### config.mk
export PLATFORM = sky130hd
export DESIGN_NAME = seq_multiplier_n
export DESIGN_NICKNAME = d
export VERILOG_FILES = /design/src/rtl/mult_pkg.sv /design/src/rtl/seq_multiplier_n_booth_step.sv /design/src/rtl/seq_multiplier_n.sv
export SDC_FILE = /design/constraint.sdc
export NUM_CORES = 1
export LEC_CHECK = 0
export CAP_MARGIN = 20
export CORE_MARGIN = 1.5
export CORE_UTILIZATION = 30
export CTS_CLUSTER_DIAMETER = 150
export DETAILED_ROUTE_END_ITERATION = 12
export PLACE_DENSITY = 0.57
export SYNTH_ARGS = -nofsm -noshare
export SYNTH_HDL_FRONTEND = slang
export SYNTH_HIERARCHICAL = 1
export SYNTH_SLANG_ARGS = --single-unit
export TNS_END_PERCENT = 1
### constraint.sdc
create_clock -name clk -period 4.45 [get_ports clk]
set_input_delay 1.1125 -clock clk [delete_from_list [all_inputs] [get_ports clk]]
set_output_delay 1.1125 -clock clk [all_outputs]
set_load 0.005 [all_outputs]
### src/rtl/mult_pkg.sv
// Shared types and constants for the sequential Booth multiplier family.
// State encoding, Booth pair codes and the step-counter width helper.
package mult_pkg;

  typedef logic [0:0] state_t;
  localparam state_t IDLE = 1'b0;
  localparam state_t CALC = 1'b1;

  // {B[0], q} pair codes; 2'b11 behaves as BOOTH_NOP.
  localparam logic [1:0] BOOTH_NOP = 2'b00;
  localparam logic [1:0] BOOTH_ADD = 2'b01;
  localparam logic [1:0] BOOTH_SUB = 2'b10;

  function automatic int cnt_width(input int width);
    return $clog2(width + 2);
  endfunction

endpackage

### src/rtl/seq_multiplier_n_booth_step.sv
// One radix-2 Booth step: conditional add/subtract of A into P_hi, then arithmetic shift right.
// Purely combinational; no backpressure.
module booth_step
  import mult_pkg::*;
#(
  parameter int WIDTH = 8
) (
  input  logic [WIDTH:0] p_hi,
  input  logic [WIDTH:0] a_ext,
  input  logic [1:0]     pair,
  input  logic [WIDTH:0] b_reg,
  output logic [WIDTH:0] p_hi_nxt,
  output logic [WIDTH:0] b_nxt,
  output logic           q_nxt
);

  logic [WIDTH+1:0] p_w;
  logic [WIDTH+1:0] a_w;
  logic [WIDTH+1:0] sum;

  // One extra guard bit keeps the intermediate sign correct before the shift.
  assign p_w = {p_hi[WIDTH], p_hi};
  assign a_w = {a_ext[WIDTH], a_ext};

  always_comb begin
    sum = p_w;
    case (pair)
      BOOTH_ADD: sum = p_w + a_w;
      BOOTH_SUB: sum = p_w - a_w;
      default:   sum = p_w;
    endcase
  end

  assign p_hi_nxt = sum[WIDTH+1:1];
  assign b_nxt    = {sum[0], b_reg[WIDTH:1]};
  assign q_nxt    = b_reg[0];

endmodule

### src/rtl/seq_multiplier_n.sv
// Parametrised signed/unsigned sequential multiplier, radix-2 Booth, one step per cycle.
// Latency WIDTH+1 cycles; start is ignored while busy, result held until the next completion.
module seq_multiplier_n
  import mult_pkg::*;
#(
  parameter int WIDTH = 8
) (
  input  logic                 clk,
  input  logic                 rst,
  input  logic                 start,
  input  logic [WIDTH-1:0]     a,
  input  logic [WIDTH-1:0]     b,
  input  logic                 signed_mode,
  output logic [2*WIDTH-1:0]   out,
  output logic                 flag,
  output logic                 busy
);

  localparam int CW = cnt_width(WIDTH);

  state_t         state;
  logic [CW-1:0]  cnt;
  logic [WIDTH:0] p_hi;
  logic [WIDTH:0] a_reg;
  logic [WIDTH:0] b_reg;
  logic           q;

  logic [WIDTH:0] p_nxt;
  logic [WIDTH:0] b_nxt;
  logic           q_nxt;

  logic [WIDTH:0] a_in;
  logic [WIDTH:0] b_in;

  assign a_in = {signed_mode & a[WIDTH-1], a};
  assign b_in = {signed_mode & b[WIDTH-1], b};

  booth_step #(.WIDTH(WIDTH)) u_step (
    .p_hi     (p_hi),
    .a_ext    (a_reg),
    .pair     ({b_reg[0], q}),
    .b_reg    (b_reg),
    .p_hi_nxt (p_nxt),
    .b_nxt    (b_nxt),
    .q_nxt    (q_nxt)
  );

  always_ff @(posedge clk or negedge rst) begin
    if (!rst) begin
      state <= IDLE;
      cnt   <= '0;
      p_hi  <= '0;
      a_reg <= '0;
      b_reg <= '0;
      q     <= 1'b0;
      out   <= '0;
      flag  <= 1'b0;
      busy  <= 1'b0;
    end else begin
      flag <= 1'b0;
      case (state)
        IDLE: begin
          if (start) begin
            a_reg <= a_in;
            b_reg <= b_in;
            p_hi  <= '0;
            q     <= 1'b0;
            cnt   <= '0;
            state <= CALC;
            busy  <= 1'b1;
          end
        end
        CALC: begin
          p_hi <= p_nxt;
          b_reg <= b_nxt;
          q     <= q_nxt;
          cnt   <= cnt + 1'b1;
          // Step index WIDTH is the (WIDTH+1)th and final step.
          if (cnt == CW'(WIDTH)) begin
            out   <= {p_nxt[WIDTH-2:0], b_nxt};
            flag  <= 1'b1;
            busy  <= 1'b0;
            cnt   <= '0;
            state <= IDLE;
          end
        end
        default: state <= IDLE;
      endcase
    end
  end

endmodule

==> qor.txt <==
Die ar. -> 9920 um^2
Yosys warns -> 6
DRT iter0 DRCs -> 84
CTS Hold Bufs -> 0
CP Buf/Inv Count -> 1
HP Start -> out[8]$_DFFE_PN0P_
Actual slew at the worst max-slew pin -> 0.893 ns
TNS Setup -> 0 ns
Syn_nets -> 294
Largest net degree at the start of global routing -> 41
Setup clock skew after layout -> 0.00623 ns
DRC Markers -> 0
All-Layer GR Usage -> 0.126
Syn Area/Cell -> 10.8 um^2
Setup bufs post-CTS -> 0
Setup violators final -> 0
Slew HR -> 0.405
Post-synth cell types -> 37
Row cnt -> 35
Pins Over Slew Limit -> 0
Resize count post-CTS -> 0
Initial Utilization -> 0.306
Sink Count -> 51
Initial antenna violation count -> 0
CP Capture Type -> register
FF+latch count, synth -> 51
I/O pins -> 38
Num CTS Buffers -> 5
Fin area -> 3320 um^2
Max-capacitance violation count -> 0
Req. time, crit path -> 4.65 ns
First-pass GRT wire length -> 9940 um
Most used cell, CP -> ha_1
Tightest Hold Check Type -> register to register
Ant. Diodes -> 0
NumNets Final -> 321
RR Startpoint -> q$_DFFE_PN0P_
CP Class -> register to register
Biggest area consumer among synthesized cells -> dfrtp_1
Max reg flops -> 16
Vias in the first global route -> 1973
Hold endpoint -> out[8]$_DFFE_PN0P_
Core area -> 9150 um^2
Sequential element share of the synthesized area -> 0.456
TritonCTS clock tree -> yes
Routed WL -> 5570 um
Hpwl dp -> 3940 um
Synth top area cells -> dfrtp_1 (46%), mux2_2 (6.8%), ha_1 (5.8%)
Outcome -> finished clean
Syn Std Cell Area -> 2800 um^2
Crit start category -> register
Largest stage delay, worst path -> 0.39 ns
Iteration count of the initial detailed-routing pass -> 4
Layout cells sized above 1 -> 0.142
GP Congestion -> 0.836
Clock Latency Late Sink -> 0.31 ns
Fmax -> 348 MHz
Fin crit period -> 2.88 ns
Via Count -> 1899
Worst r2r dst -> out[15]$_DFFE_PN0P_
Final hold vios -> 0
Mapped Cells -> 260
Power Density -> 929 nW/um^2
Critical-path cell with the highest stage delay -> dfrtp_1
CP delay by family, top -> compound AO/OA/AOI/OAI gates
DRT antenna net count -> 0
Maximum VDD drop -> 0.246 mV
R2r worst-path depth -> 11
Critical Path AT -> 3.07 ns
H-tree depth -> 2
Placed cell count -> 391
Hold path depth -> 2
Lkg Pwr -> 0.00149 uW
Biggest register -> out
Post-placement cell area -> 3200 um^2
Fin cells -> 399
Reg2reg setup slack -> 1.57 ns
Clk buf depth -> 2
Root Driver -> clkbuf_8
RSZ-0062 raised after global routing -> false
Tcrit/Tclk final -> 0.647
Die H -> 99.6 um
CTS clk-pin slew, worst paths -> 0.10 ns
Wire per inst -> 14.0 um
Crit-path cells -> inv_1 -> ha_1 -> mux2i_1 -> ha_1 -> nor2b_1 -> o21a_1 -> a31o_1 -> a31oi_1 -> xor2_1 -> o21ai_1 -> mux2_2
Top cell type's share of synthesized area -> 0.456
Area Overhead vs Synth -> 18.7%
Port-buffer cells -> 37
Overflow after GRT -> 0
Vias/cell -> 4.76
Crit Path Max Fanout -> 9
Die X -> 99.6 um
[tightest hold or removal path, cell delays in order (launching register included)]
cell and delay, ns:
dfrtp_1 0.36, nand2_1 0.05, o21ai_0 0.06
[logic make-up after synthesis]
group | Yosys count | share of synthesized area
compound gates | 59 | 0.130
xor+xnor | 17 | 0.0532
fa+ha+maj | 14 | 0.0652
buf+inv | 34 | 0.0634
flops | 51 | 0.456
mux | 34 | 0.142
simple gates | 51 | 0.0912
[per-stage QoR]
stage          utilization  total power (uW)  hold slack, ns  setup slack [ns]
2_1_floorplan            -              2350           0.463              1.86
3_3_place_gp         0.350              2710           0.462              1.47
3_5_place_dp         0.350              2760           0.477              1.44
4_1_cts              0.363              3130           0.500              1.57
5_1_grt              0.363              3420           0.521              1.33
6_report             0.363              3090           0.493              1.57
[report_power, final]
part           internal (uW)  switching (uW)  total [uW]
combinational            970             880        1850
clock                    185             163         348
sequential               696             194         890
[worst max-delay path by stage]
stage / start / to / slack, ns / depth (start not counted)
final: q$_DFFE_PN0P_ / out[15]$_DFFE_PN0P_ / 1.57 / 11
after global routing: a_reg[1]$_DFFE_PN0P_ / out[15]$_DFFE_PN0P_ / 1.33 / 13
after CTS: q$_DFFE_PN0P_ / out[15]$_DFFE_PN0P_ / 1.57 / 11
after detailed placement: start / a_reg[3]$_DFFE_PN0P_ / 1.44 / 3
after global placement: start / a_reg[6]$_DFFE_PN0P_ / 1.47 / 3
after floorplan: q$_DFFE_PN0P_ / out[15]$_DFFE_PN0P_ / 1.86 / 12
[cell usage in the layout (no fill, tap or decap), types with 2 or more instances in the layout]
master and count:
buf_4 3, a21oi_2 2, o21ai_0 19, a21oi_1 10
nand3_1 2, inv_1 13, clkbuf_8 6, clkdlybuf4s50_1 36
nand2_1 24, nor2_1 13, a22o_1 10, mux2i_1 10
xnor2_1 11, nor2b_1 5, o21ai_1 8, dfrtp_1 51
a31oi_1 4, ha_1 13, mux2_4 7, xor2_1 6
mux2_2 17
[Yosys cell counts]
| library cell | n |
|---|---|
| o31ai_1 | 1 |
| mux2_4 | 7 |
| a21o_1 | 1 |
| o21ai_0 | 19 |
| mux2i_1 | 10 |
| a31o_1 | 1 |
| a21oi_2 | 2 |
| a31oi_1 | 4 |
| nor4_2 | 1 |
| nor2b_1 | 5 |
| buf_4 | 10 |
| xor2_1 | 6 |
| a21oi_1 | 10 |
| nor4bb_1 | 1 |
| inv_1 | 13 |
| o21a_1 | 1 |
| nor2_1 | 13 |
| nand2_1 | 24 |
| a22o_1 | 10 |
| ha_1 | 13 |
| fa_1 | 1 |
| buf_6 | 1 |
| nor3_2 | 1 |
| o21ai_1 | 8 |
| nor3_1 | 1 |
| mux2_2 | 17 |
| buf_2 | 4 |
| o211ai_1 | 1 |
| nand2b_1 | 1 |
| a311oi_1 | 1 |
| clkbuf_1 | 5 |
| nand3_1 | 2 |
| clkinv_1 | 1 |
| dfrtp_1 | 51 |
| and2b_1 | 1 |
| nand4b_4 | 1 |
| xnor2_1 | 11 |
[cell type report]
cell class                      instances  area [um^2]
Fill cell                             880         5830
Timing Repair Buffer                   40          388
Clock buffer                            6         82.6
Clock inverter                          2         38.8
Sequential cell                        51         1280
Tap cell                              111          139
Inverter                               14         52.6
Multi-Input combinational cell        175         1350
[routing by layer]
layer  routed length (um)  share of wire  track usage
met3                  158          0.028       0.0288
met1                 2820           0.51        0.176
met2                 2510           0.45        0.192
met4                   85          0.015       0.0444
met5                    0              0            0
Note: power is estimated with default switching activity, not from simulation.
